## src/rtl/lm_sm_pkg.sv

```systemverilog
// rtl/lm_sm_pkg.sv - shared types and constants for the LM/SM sequencer
package lm_sm_pkg;

  localparam int ADDR_W = 16;
  localparam int MASK_W = 8;
  localparam int RIDX_W = 3;

  localparam logic OP_LM = 1'b0;
  localparam logic OP_SM = 1'b1;

  typedef enum logic {
    IDLE = 1'b0,
    XFER = 1'b1
  } state_t;

endpackage

```

## src/rtl/lm_sm_sequencer_prienc.sv

```systemverilog
// rtl/lm_sm_sequencer_prienc.sv - lowest-set-bit priority encoder
//
// Ports:
//   mask   in   MASK_W  bit vector to search
//   idx    out  RIDX_W  index of the lowest set bit (0 when mask is zero)
//   valid  out  1       mask has at least one bit set
module lsb_prienc
  import lm_sm_pkg::*;
#(
  parameter int PMASK_W = MASK_W,
  parameter int PRIDX_W = RIDX_W
) (
  input  logic [PMASK_W-1:0] mask,
  output logic [PRIDX_W-1:0] idx,
  output logic               valid
);

  // Scan from the top down so the last match written is the lowest bit.
  always_comb begin
    idx   = '0;
    valid = |mask;
    for (int i = PMASK_W - 1; i >= 0; i--) begin
      if (mask[i]) begin
        idx = PRIDX_W'(i);
      end
    end
  end

endmodule

```

## src/rtl/lm_sm_sequencer.sv

```systemverilog
// rtl/lm_sm_sequencer.sv - LM/SM multi-cycle register/memory transfer sequencer
//
// Ports:
//   clk, rst_n          clock (rising edge), async active-low reset
//   start               LM/SM valid in RR stage; is_store, imm_mask, base_addr sampled with it
//   stage_ready         MEM/WB accepts the presented transfer this cycle
//   flush               synchronous abort of any sequence in progress
//   busy, stall_fetch   sequencer active / freeze front end
//   mem_valid, mem_wr, rf_wr, reg_addr, mem_addr   current transfer
//   is_one_hot_or_zero  remaining mask has at most one bit set
//   done                one-cycle pulse after the last accepted transfer
module lm_sm_sequencer
  import lm_sm_pkg::*;
#(
  parameter int P_ADDR_W = ADDR_W,
  parameter int P_MASK_W = MASK_W,
  parameter int P_RIDX_W = RIDX_W
) (
  input  logic                clk,
  input  logic                rst_n,
  input  logic                start,
  input  logic                is_store,
  input  logic [P_MASK_W-1:0] imm_mask,
  input  logic [P_ADDR_W-1:0] base_addr,
  input  logic                stage_ready,
  input  logic                flush,
  output logic                busy,
  output logic                stall_fetch,
  output logic                mem_valid,
  output logic                mem_wr,
  output logic                rf_wr,
  output logic [P_RIDX_W-1:0] reg_addr,
  output logic [P_ADDR_W-1:0] mem_addr,
  output logic                is_one_hot_or_zero,
  output logic                done
);

  state_t              state_q, state_d;
  logic [P_MASK_W-1:0] mask_q;
  logic [P_ADDR_W-1:0] addr_q;
  logic                op_q;
  logic                done_q;

  logic [P_RIDX_W-1:0] cur_idx;
  logic                cur_valid;
  logic [P_MASK_W-1:0] cur_bit;
  logic [P_MASK_W-1:0] mask_clr;
  logic                in_xfer;
  logic                accept;
  logic                take_start;

  lsb_prienc #(
    .PMASK_W(P_MASK_W),
    .PRIDX_W(P_RIDX_W)
  ) u_prienc (
    .mask (mask_q),
    .idx  (cur_idx),
    .valid(cur_valid)
  );

  assign in_xfer    = (state_q == XFER);
  assign cur_bit    = P_MASK_W'(1) << cur_idx;
  assign mask_clr   = mask_q & ~cur_bit;
  // A transfer presented alongside flush is squashed, never counted.
  assign accept     = in_xfer & cur_valid & stage_ready & ~flush;
  assign take_start = (state_q == IDLE) & start & ~flush;

  always_comb begin
    state_d            = state_q;
    busy               = 1'b0;
    stall_fetch        = 1'b0;
    mem_valid          = 1'b0;
    mem_wr             = 1'b0;
    rf_wr              = 1'b0;
    reg_addr           = '0;
    mem_addr           = '0;
    is_one_hot_or_zero = ((mask_q & (mask_q - P_MASK_W'(1))) == '0);
    done               = done_q;

    case (state_q)
      IDLE: begin
        // Same-cycle freeze so the instruction behind LM/SM cannot advance.
        stall_fetch = take_start & (imm_mask != '0);
        if (take_start && (imm_mask != '0)) begin
          state_d = XFER;
        end
      end
      XFER: begin
        busy        = 1'b1;
        stall_fetch = 1'b1;
        mem_valid   = cur_valid;
        reg_addr    = cur_idx;
        mem_addr    = addr_q;
        // mem_wr stays up through backpressure; memory qualifies with stage_ready.
        mem_wr      = (op_q == OP_SM);
        rf_wr       = (op_q == OP_LM) & stage_ready & ~flush;
        if (flush) begin
          state_d = IDLE;
        end else if (accept && (mask_clr == '0)) begin
          state_d = IDLE;
        end
      end
      default: state_d = IDLE;
    endcase
  end

  always_ff @(posedge clk or negedge rst_n) begin
    if (!rst_n) begin
      state_q <= IDLE;
      mask_q  <= '0;
      addr_q  <= '0;
      op_q    <= OP_LM;
      done_q  <= 1'b0;
    end else begin
      state_q <= state_d;
      done_q  <= 1'b0;
      if (flush) begin
        mask_q <= '0;
      end else if (take_start) begin
        mask_q <= imm_mask;
        addr_q <= base_addr;
        op_q   <= is_store;
        // Empty mask: nothing to transfer, complete immediately.
        done_q <= (imm_mask == '0);
      end else if (accept) begin
        mask_q <= mask_clr;
        addr_q <= addr_q + P_ADDR_W'(1);
        done_q <= (mask_clr == '0);
      end
    end
  end

endmodule

```

## config.mk

```make
export PLATFORM = sky130hd
export DESIGN_NAME = lm_sm_sequencer
export DESIGN_NICKNAME = d
export VERILOG_FILES = /design/src/rtl/lm_sm_pkg.sv /design/src/rtl/lm_sm_sequencer_prienc.sv /design/src/rtl/lm_sm_sequencer.sv
export SDC_FILE = /design/constraint.sdc
export NUM_CORES = 1
export LEC_CHECK = 0
export CORE_UTILIZATION = 47
export DETAILED_ROUTE_END_ITERATION = 10
export PLACE_DENSITY = 0.89
export RECOVER_POWER = 100
export SETUP_SLACK_MARGIN = 0.1
export SLEW_MARGIN = 25
export SYNTH_ARGS = -nofsm -noshare
export SYNTH_HDL_FRONTEND = slang
export SYNTH_SLANG_ARGS = --single-unit
export TNS_END_PERCENT = 100
```

## constraint.sdc

```tcl
create_clock -name clk -period 1.9 [get_ports clk]
set_input_delay 0.38 -clock clk [delete_from_list [all_inputs] [get_ports clk]]
set_output_delay 0.38 -clock clk [all_outputs]
set_load 0.005 [all_outputs]
```

* After elaboration in Yosys (flattened, before gate mapping) *
Cells that the tools add are included.

storage, ports and cells
  word-level logic and storage cells = 60
  output and inout bits = 26
  register bits after elaboration = 27
  bits of input ports = 30

operators by class
  bitwise gates (word level) = 14
  reduce and logical (&&, ||, !) cells = 11
  mux-type cells = 27
  $add $sub $neg = 2
  shift-type cells = 1

operators by type and width
  cell                                                                 count
  16-bit two-way mux                                                   3
  3-bit two-way mux                                                    9
  8-bit zero test                                                      3
  8-bit two-way mux                                                    3
  16-bit by 1-bit adder with 16-bit output (second input constant)     1
  8-bit bitwise AND                                                    2
  1-bit two-way mux                                                    10
  1-bit bitwise AND                                                    8
  8-bit inverter                                                       1
  8-bit nonzero test                                                   1
  8-bit OR reduction                                                   1
  1-bit by 3-bit << shifter with 8-bit output (first input constant)   1
  8-bit by 1-bit subtractor with 8-bit output (second input constant)  1
  1-bit case mux with 2 select lines                                   2
  2-bit AND reduction                                                  2
  1-bit inverter                                                       3
  3-bit nonzero test                                                   1
  1-bit logical AND                                                    2
  2-bit nonzero test                                                   1

* Depth between registers and ports, before layout *
Gate-level depths: netlist of run 1.

  word-level depth = 16
  depth in mapped cells = 7
  depth with buffers taken out = 6

* Modules after synthesis *
A second synthesis of run 1 with hierarchy kept.

unflattened totals
  cells, all modules = 222
  area total of the unflattened synthesis = 1881.8 um2

by module, submodules not included
  module           instances  cells an instance  area each (um2)  sequential area each (um2)
  lm_sm_sequencer  1          209                1800.5           675.6
  lsb_prienc       1          13                 81.3             0.0

* Worst setup path before layout of run 1 *
OpenSTA, ideal clock, no wires.

  path kind = reg2out
  start point = register mask_q[3]
  end point = output is_one_hot_or_zero
  slack = 51 ps
  arrival time = 1469 ps
  stages on the path, launching flop included = 6
  buffers on the path = 1
  required time = 1520 ps
  path through = dfrtp_1 -> buf_6 -> or4_4 -> o41ai_1 -> a21oi_1 -> nor2_1

on the way
  word-level cells in the longest chain between the ends = 3

RTL lines
  item                                         line                    RTL
  start, declared                              lm_sm_sequencer.sv:39   logic [P_MASK_W-1:0] mask_q;
  start signal, assigned                       lm_sm_sequencer.sv:120  mask_q <= imm_mask;
  start signal, assigned                       lm_sm_sequencer.sv:126  mask_q <= mask_clr;
  8-bit by 1-bit subtractor with 8-bit output  lm_sm_sequencer.sv:77   is_one_hot_or_zero = ((mask_q & (mask_q - P_MASK_W'(1))) == '0);
  8-bit bitwise AND *                          lm_sm_sequencer.sv:77
  8-bit zero test *                            lm_sm_sequencer.sv:77
  end, declared                                lm_sm_sequencer.sv:34   output logic is_one_hot_or_zero,

Mark *: on every way between the ends. The rest lies on a longest branch, timed or not.

* Final worst setup path of run 1 *
  start point = register mask_q[0]
  end point = output is_one_hot_or_zero

The elaborated chain is that of the path after synthesis.

==> out/metrics.sh, run 1 <==
CTS_TREE='done'
ROUTABILITYCONGESTION=0.8871
POST_CTS_HOLD_BUFFER_COUNT=0
DIEWIDTH_MICRONS=63.74
CRITICAL_PATH_ARRIVAL_PS=1990
CRITICAL_PATH_SOURCE_TYPE='register'
MAPPEDNETLISTAREA_SQ_UM=1792
WORST_EP_REQUIRED_TIME_PS=1520
AREA_GROWTH_PCT=78.70
CLOCK.FMAX_MHz=421.9
DPL_WORST_SLACK_PS=-459.5
TIMING.SLEW.HEADROOM_PCT=52.68
GLOBAL_ROUTE.USAGE.TOTAL_PCT=39.43
INSERTION_DELAY_PS=280
UTILIZATION_PCT=87.46
FLOORPLAN.INITIALDENSITY_PCT=48.94
TIMING.FINAL.SETUP_VIOLATIONS=29
TOTALWIRELENGTH_MICRONS=8539
SYN_INST=203
WORST-SLEW-PIN-TRANSITION_PS=709.8
TIMING.SETUP.TNS_PS=-3186
PATH_CLK_SLEW_PS=100
LARGEST_NET_DEGREE_AT_THE_START_OF_GLOBAL_ROUTING=28
GRT_ANTENNA_BEFORE_REPAIR=0
TIMING.CLOCK.SKEW_PS=8.084
ASYNC_FLOP_SHARE_PCT=100.0
DPL.HPWL_MICRONS=3845
ROUTEDWLPERCELL_MICRONS=23.02
RESULT_OF_THE_RUN='complete, but fails checks'
NUM_ROWS=22
CRIT_TYPE='register to primary output'
CTS_INSERTED_BUFFERS=3
CPMAXSTAGEDELAYCELL='sky130_fd_sc_hd__or4_4'
FLOORPLAN.DIE.HEIGHT_MICRONS=63.74
CRITICAL_PATH.N_BUFFERS_INVERTERS=1
PORT-BUFFER-COUNT=55
TIMING.FINAL.CRIT_PERIOD_PS=2370
CLOCK-SINKS=27
LAYOUT_CELLS_SIZED_ABOVE_1_PCT=44.89
DETAIL-ROUTE-ANTENNA-NETS=0
SYNTH.FF_LATCH_COUNT=27
RSZ0062_AT_GRT='true'
SYNTH_EDF_COUNT=0
TOTAL_ITERATIONS_OF_THE_FIRST_DETAILED_ROUTING_RUN=5
PATH_DELAY_FAMILY='simple AND/OR/NAND/NOR gates'
VIOLATIONS='negative setup slack'
DR_ITER_0_VIOLS=430
ROUTE.DETAILED.DRC=0
YOSYS_WARNINGS=0
HOLD_VIOL=0
CLK_PATH_BUF_DEPTH=2
DESIGN.CORE.AREA_SQ_UM=3661
IO-PIN-COUNT=56
SYNTH.AVG_CELL_AREA_SQ_UM=8.826
FINALCRITPERIODSHARE_PCT=124.8
REPORT.FINAL.SLEW_VIOL_COUNT=0
CRITICAL_PATH.CELL_CHAIN='or4_4 -> o41ai_4 -> a21oi_2 -> nor2_2 -> buf_2'
CRITICAL_PATH_CAPTURE_POINT_TYPE='primary output'
DESIGN.DIE.AREA_SQ_UM=4063
ANTENNADIODECOUNT=0
POWER-PER-CELL-AREA_nW_PER_UM2=722.6
WORST_IR_DROP_VDD_mV=0.5691
GRT_REMAINING_OVERFLOW=0
SYNTH.DISTINCT_CELLS=54
FIRST_GLOBAL_VIAS=2350
FINAL_CRITICAL_PATH_SETUP_SLACK_PS=-470.4
CRIT_FANOUT=4
CRIT_PATH_MAX_INCR_DELAY_PS=610
SYN-NUM-NETS=234
SYNTH_SEQUENTIAL_AREA_RATIO_PCT=37.71
CTSROOTBUFFERMASTER='sky130_fd_sc_hd__clkbuf_8'
ROUTED_VIA_DENSITY=6.372
POWER_LEAKAGE_nW=1.386
GRT_FIRST_PASS_WIRELENGTH_MICRONS=12050
CTS.HTREE.LEVELS=1
TIMING.MAX_CAP.VIOLATIONS=0
HOLDCRITPATHCLASS='input pin to register'
YS_DOMINANT_REG_CELL='sky130_fd_sc_hd__dfrtp_1'
NETS=355
ROUTED-VIA-COUNT=2364
==> where the power goes <==
| group | internal, mW | switching [mW] | leakage [nW] | total [mW] |
|---|---|---|---|---|
| clock network | 0.149 | 0.194 | 0.0217 | 0.344 |
| registers | 0.674 | 0.154 | 0.328 | 0.829 |
| logic | 0.586 | 0.555 | 1.04 | 1.14 |
==> metal layers <==
metal  up-vias  track usage, %  wire (microns)
li1        991               -               -
met1      1105           47.14            3182
met5         -               0               0
met2       216           64.10            4080
met4         0           21.88             404
met3        52           10.36             873
==> synthesized netlist by cell type, types with 2 or more instances <==
master / count / share of area (%)
sky130_fd_sc_hd__buf_2: 2 / 0.56
sky130_fd_sc_hd__nand4_1: 4 / 1.4
sky130_fd_sc_hd__nor2_1: 17 / 3.6
sky130_fd_sc_hd__and2_2: 2 / 0.84
sky130_fd_sc_hd__nor3b_1: 3 / 1.3
sky130_fd_sc_hd__inv_1: 2 / 0.42
sky130_fd_sc_hd__a311oi_1: 4 / 2.0
sky130_fd_sc_hd__clkbuf_1: 4 / 0.84
sky130_fd_sc_hd__o21ai_1: 5 / 1.4
sky130_fd_sc_hd__nand3_1: 6 / 1.7
sky130_fd_sc_hd__a31oi_1: 3 / 1.0
sky130_fd_sc_hd__nor4_1: 4 / 1.4
sky130_fd_sc_hd__nand2b_1: 4 / 1.4
sky130_fd_sc_hd__nor3_1: 3 / 0.84
sky130_fd_sc_hd__or2_2: 2 / 0.70
sky130_fd_sc_hd__buf_6: 4 / 2.5
sky130_fd_sc_hd__a22o_1: 6 / 2.9
sky130_fd_sc_hd__or3_1: 2 / 0.70
sky130_fd_sc_hd__dfrtp_1: 27 / 38
sky130_fd_sc_hd__a211oi_1: 6 / 2.5
sky130_fd_sc_hd__and2_1: 18 / 6.3
sky130_fd_sc_hd__o21ai_0: 10 / 2.8
sky130_fd_sc_hd__o211ai_1: 2 / 0.84
sky130_fd_sc_hd__xor2_1: 3 / 1.5
sky130_fd_sc_hd__nor3_2: 2 / 1.1
sky130_fd_sc_hd__and3_1: 3 / 1.0
sky130_fd_sc_hd__a21oi_1: 6 / 1.7
sky130_fd_sc_hd__nor4_2: 3 / 2.1
sky130_fd_sc_hd__nand2_1: 21 / 4.4
==> timing repair <==
action                     CTS  global route
cloned                       1             0
hold endpoints to repair     0             0
gates resized for setup    112            59
pin swaps                   35            23
buffers inserted            28             6
setup endpoints to repair   48            50
==> stage by stage <==
stage / hold slack [ps] / cells / instance area [sq um] / power, mW
2_1_floorplan: 84.41 / 203 / 1808 / 1.171
3_3_place_gp: 477.6 / 338 / 2668 / 1.565
3_5_place_dp: 481.9 / 338 / 2668 / 1.596
4_1_cts: 439.6 / 369 / 3074 / 2.078
5_1_grt: 348.8 / 371 / 3202 / 2.395
6_report: 357.4 / 371 / 3202 / 2.314
==> worst paths after layout <==
kind	to	cells past startpoint	slack [ps]	from
setup / recovery	is_one_hot_or_zero	5	-470	mask_q[0]
hold / removal	mask_q[2]	2	360	imm_mask[2]
setup reg to reg	mask_q[6]	8	-210	mask_q[5]
hold reg to reg	addr_q[11]	1	590	addr_q[11]
max in group asynchronous	in_xfer	2	750	rst_n
min in group asynchronous	mask_q[0]	2	660	rst_n
==> cells by family (layout without fill, tap and decap cells) <==
group           Yosys count  count (layout)  synth area share (%)
flops                    27              27                 37.71
simple gates            104             104                 34.08
buf+inv                  14             134                 4.958
fa+ha+maj                 2               2                 1.257
xor+xnor                  4               4                 1.956
compound gates           52              52                 20.04
==> cell type report <==
class / instances / area, sq um
multi-input combinational: 162 / 1328
clock buffer: 3 / 41.29
sequential: 27 / 679.4
timing repair buffer: 128 / 1079
inverter: 2 / 7.507
clock inverter: 1 / 7.507
tap: 48 / 60.06
fill: 177 / 459.2
==> flip-flops by register name (all words and copies together) (netlist names) <==
name and cells:
addr_q 16, in_xfer 1, mask_q 8, op_q 1, done 1
==> cells in the final DEF, fill, tap and decap left out, types with 6 or more instances in the layout <==
cell and n:
sky130_fd_sc_hd__buf_6 18, sky130_fd_sc_hd__a22o_1 6, sky130_fd_sc_hd__dfrtp_1 24, sky130_fd_sc_hd__clkdlybuf4s25_1 7, sky130_fd_sc_hd__nand2_1 21, sky130_fd_sc_hd__buf_4 50
sky130_fd_sc_hd__o21ai_1 9, sky130_fd_sc_hd__clkdlybuf4s50_1 17, sky130_fd_sc_hd__nor2_1 12, sky130_fd_sc_hd__dlygate4sd2_1 13, sky130_fd_sc_hd__clkbuf_2 10, sky130_fd_sc_hd__and2_1 12
(Power assumes the default switching activity.)
==> run 2: changes to the inputs <==
Settings changed: ABC_AREA from default to 1, ABC_CLOCK_PERIOD_IN_PS from default to 1900, CORE_MARGIN from default to 1.5, CORE_UTILIZATION 47 to 49, PLACE_DENSITY 0.89 to 0.88.
==> run 2 against run 1 <==
Effect of this change:
- the run still ends with negative setup slack left
- die area is 18% higher
- clock skew is 10 ps higher
- total power is 15% higher
- largest power group unchanged
- highest routed layer unchanged
==> out/metrics.sh, run 2 <==
GRT_ANTENNA_BEFORE_REPAIR=0  # unchanged
SYNTH.AVG_CELL_AREA_SQ_UM=6.455  # was 8.826 sq um
CLOCK-SINKS=27  # unchanged
HOLD_VIOL=0  # unchanged
SYN-NUM-NETS=364  # was 234
DETAIL-ROUTE-ANTENNA-NETS=0  # unchanged
LAYOUTNONFILLERINSTCOUNT=499  # was 371
SYNTH.FF_LATCH_COUNT=27  # unchanged
SYNTH.DISTINCT_CELLS=33  # was 54
SYN_INST=333  # was 203
FINAL_CRITICAL_PATH_SETUP_SLACK_PS=-85.66  # was -470.4 ps
TIMING.SETUP.TNS_PS=-92.12  # was -3186 ps
CTS_TREE='done'  # unchanged
ANTENNADIODECOUNT=0  # unchanged
TIMING.RR.START='addr_q[0]'  # was mask_q[5]
DIEWIDTH_MICRONS=69.24  # was 63.74 microns
POWER-PER-CELL-AREA_nW_PER_UM2=754.7  # was 722.6 nW/um^2
CRIT_TYPE='register to primary output'  # unchanged
ROUTEDWLPERCELL_MICRONS=18.01  # was 23.02 microns
CRITICAL_PATH_CAPTURE_POINT_TYPE='primary output'  # unchanged
POST-SYNTH-TOP-AREA-FRACTION_PCT=31.43  # was 37.71%
PLACED_CELLS_INCL_TAPS=462  # was 338
SEQUENTIALPOWERSHARE_PCT=35.6  # was 35.8%
CRITICAL_PATH_ARRIVAL_PS=1610  # was 1990 ps
WORST_EP_REQUIRED_TIME_PS=1520  # about the same
WORST_IR_DROP_VDD_mV=0.5051  # was 0.5691 mV
LARGEST_REGISTER_FFS=16  # unchanged
VIOLATIONS='negative setup slack'  # unchanged
COMMONEST_NON_FILL_NON_TAP_CELL_IN_THE_LAYOUT='sky130_fd_sc_hd__nand2_1'  # was sky130_fd_sc_hd__buf_4
ROUTE.DETAILED.DRC=0  # unchanged
MAPPEDNETLISTAREA_SQ_UM=2150  # was 1792 sq um
TOTAL_ITERATIONS_OF_THE_FIRST_DETAILED_ROUTING_RUN=9  # was 5
HOLDCRITSTARTPOINT='imm_mask[6]'  # was imm_mask[2]
TIMING.MAX_CAP.VIOLATIONS=0  # unchanged
UTILIZATION_PCT=85.38  # was 87.46%
NUM_ROWS=23  # was 22
INSERTION_DELAY_PS=300  # was 280 ps
DPL_WORST_SLACK_PS=-392.9  # was -459.5 ps
YOSYSTOPAREACELL='sky130_fd_sc_hd__dfrtp_1'  # unchanged
POWER_LEAKAGE_nW=2.196  # was 1.386 nW
CLK_PATH_BUF_DEPTH=2  # unchanged
COMB_POWER_SHARE_PCT=49.9  # was 49.3%
CTS_INSERTED_BUFFERS=3  # unchanged
TOTALWIRELENGTH_MICRONS=8986  # was 8539 microns
LARGEST_NET_DEGREE_AT_THE_START_OF_GLOBAL_ROUTING=35  # was 28
HOLDCRITPATHCLASS='input pin to register'  # unchanged
SYNTHMOSTINSTANTIATEDCELL='sky130_fd_sc_hd__nand2_1'  # was sky130_fd_sc_hd__dfrtp_1
WORST-SLEW-PIN-TRANSITION_PS=763.8  # was 709.8 ps
CLOCK.FMAX_MHz=503.6  # was 421.9 MHz
TIMING.FINAL.SETUP_VIOLATIONS=2  # was 29
CP-STARTPOINT='mask_q[1]'  # was mask_q[0]
YS_DOMINANT_REG_CELL='sky130_fd_sc_hd__dfrtp_1'  # unchanged
AREA_GROWTH_PCT=63.45  # was 78.70%
SWITCHING_SHARE_PCT=43.34  # was 39.06%
NETS=481  # was 355
RESULT_OF_THE_RUN='complete, but fails checks'  # unchanged
ROUTABILITYCONGESTION=0.8631  # was 0.8871
LAYOUT_CELLS_SIZED_ABOVE_1_PCT=30.29  # was 44.89%
PORT-BUFFER-COUNT=55  # unchanged
TIMING.FINAL.CRIT_PERIOD_PS=1986  # was 2370 ps
FINAL_POWER_mW=2.651  # was 2.314 mW
LARGEST_REGISTER='addr_q'  # unchanged
DESIGN.CORE.AREA_SQ_UM=4115  # was 3661 sq um
TIMING.SLEW.HEADROOM_PCT=49.08  # was 52.68%
FLOORPLAN.INITIALDENSITY_PCT=52.23  # was 48.94%
FIRST_GLOBAL_VIAS=2436  # was 2,350
TIMING.CLOCK.SKEW_PS=18.08  # was 8.084 ps
SYNTHTOPCELLSBYAREA='sky130_fd_sc_hd__dfrtp_1 31%, sky130_fd_sc_hd__nand2_1 22%, sky130_fd_sc_hd__inv_1 7.3%'  # was sky130_fd_sc_hd__dfrtp_1 38%, sky130_fd_sc_hd__and2_1 6.3%, sky130_fd_sc_hd__nand2_1 4.4%
SWITCHINGPOWER_mW=1.149  # was 0.9037 mW
DPL.HPWL_MICRONS=4347  # was 3845 microns
SYNTH_SEQUENTIAL_AREA_RATIO_PCT=31.43  # was 37.71%
DESIGN.DIE.AREA_SQ_UM=4793  # was 4063 sq um
INTERNAL_POWER_mW=1.502  # was 1.410 mW
REPORT.FINAL.SLEW_VIOL_COUNT=0  # unchanged
CTS.HTREE.LEVELS=1  # unchanged
CRIT_FANOUT=5  # was 4
GRT_FIRST_PASS_WIRELENGTH_MICRONS=10960  # was 12,050 microns
RSZ0062_AT_GRT='true'  # unchanged
GRT_REMAINING_OVERFLOW=0  # unchanged
REG_TOP3='addr_q: 16 flops, mask_q: 8 flops'  # unchanged
ROUTED-VIA-COUNT=2956  # was 2,364
YOSYS_WARNINGS=0  # unchanged
FLOORPLAN.DIE.HEIGHT_MICRONS=69.24  # was 63.74 microns
GLOBAL_ROUTE.USAGE.TOTAL_PCT=27.46  # was 39.43%
CTSROOTBUFFERMASTER='sky130_fd_sc_hd__clkbuf_8'  # unchanged
PATH_CLK_SLEW_PS=100  # about the same
CRITICAL_PATH_SOURCE_TYPE='register'  # unchanged
DR_ITER_0_VIOLS=558  # was 430
SYNTH.CELLS.MOST_FREQUENT='128 x sky130_fd_sc_hd__nand2_1, 42 x sky130_fd_sc_hd__inv_1, 38 x sky130_fd_sc_hd__nor2_1'  # was 27 x sky130_fd_sc_hd__dfrtp_1, 21 x sky130_fd_sc_hd__nand2_1, 18 x sky130_fd_sc_hd__and2_1
LAYOUT_COMMON_CELLS='118 x sky130_fd_sc_hd__nand2_1, 44 x sky130_fd_sc_hd__buf_4, 39 x sky130_fd_sc_hd__inv_1'  # was 50 x sky130_fd_sc_hd__buf_4, 24 x sky130_fd_sc_hd__dfrtp_1, 21 x sky130_fd_sc_hd__nand2_1
SYNTH_EDF_COUNT=0  # unchanged
ASYNC_FLOP_SHARE_PCT=100.0  # unchanged
ROUTED_VIA_DENSITY=5.924  # was 6.372
IO-PIN-COUNT=56  # unchanged
POWER.SHARE.CLOCK_PCT=14.5  # was 14.9%
FINALCRITPERIODSHARE_PCT=104.5  # was 124.8%
==> run 2: final timing paths <==
check | slack, ps | to | cells past startpoint
max in group asynchronous | 670 | in_xfer | 2
max | -90 | is_one_hot_or_zero | 7
min | 510 | mask_q[6] | 3
min reg2reg | 520 | op_q | 2
min in group asynchronous | 680 | mask_q[2] | 2
max reg2reg | 80 | addr_q[9] | 7
==> run 2: per-stage QoR <==
step / cell area [sq um] / hold slack [ps]
2_1_floorplan: 2150 / 84.41
3_3_place_gp: 2934 / 496.5
3_5_place_dp: 2934 / 497.3
4_1_cts: 3136 / 478.4
5_1_grt: 3513 / 529.5
6_report: 3513 / 511.7
==> run 2: timing repair <==
item,4_1_cts,5_1_grt
pin swaps,19,22
setup buffers,18,16
gates cloned,0,4
setup endpoints to repair,25,38
hold buffers,0,0
resized for setup,56,55
==> run 2: critical path: stages (launching register included) <==
cell                      delay (ps)
sky130_fd_sc_hd__dfrtp_1         430
sky130_fd_sc_hd__nor2_4          240
sky130_fd_sc_hd__nand2_2         100
sky130_fd_sc_hd__nand2_2         100
sky130_fd_sc_hd__nand2_2          70
sky130_fd_sc_hd__nor2_4          140
sky130_fd_sc_hd__and2_4          160
sky130_fd_sc_hd__buf_6            80
==> run 2: kinds of logic (layout without fill, tap and decap cells) <==
kind of cell	after synthesis	after routing	share of synthesized area, %
AO/OA/AOI/OAI	28	28	9.721
adder cells (fa/ha/maj)	1	1	0.5820
flip-flops	27	27	31.43
buffers and inverters	53	168	11.29
AND/OR/NAND/NOR	224	225	46.97
==> run 2: power by group through the flow <==
stage,Clock [mW],Combinational [mW],Sequential [mW]
4_1_cts,0.363,1.08,0.899
5_1_grt,0.400,1.42,0.955
6_report,0.385,1.32,0.943
2_1_floorplan,0,0.613,0.866
3_3_place_gp,0,0.963,0.904
3_5_place_dp,0,0.998,0.912
==> run 2: layout make-up <==
cell class                 count  area (sq um)
timing repair buffer         119          1160
tap                           50         62.56
fill                         215         601.8
inverter                      45         173.9
clock inverter                 1         7.507
sequential                    27         676.9
multi-input combinational    254          1391
clock buffer                   3         41.29
==> run 2: layer usage <==
metal	global-route usage (%)	wire [microns]	vias up
met4	11.33	498	0
li1	-	-	1270
met3	2.471	962	75
met5	0	0	-
met2	48.40	4357	284
met1	34.35	3168	1327
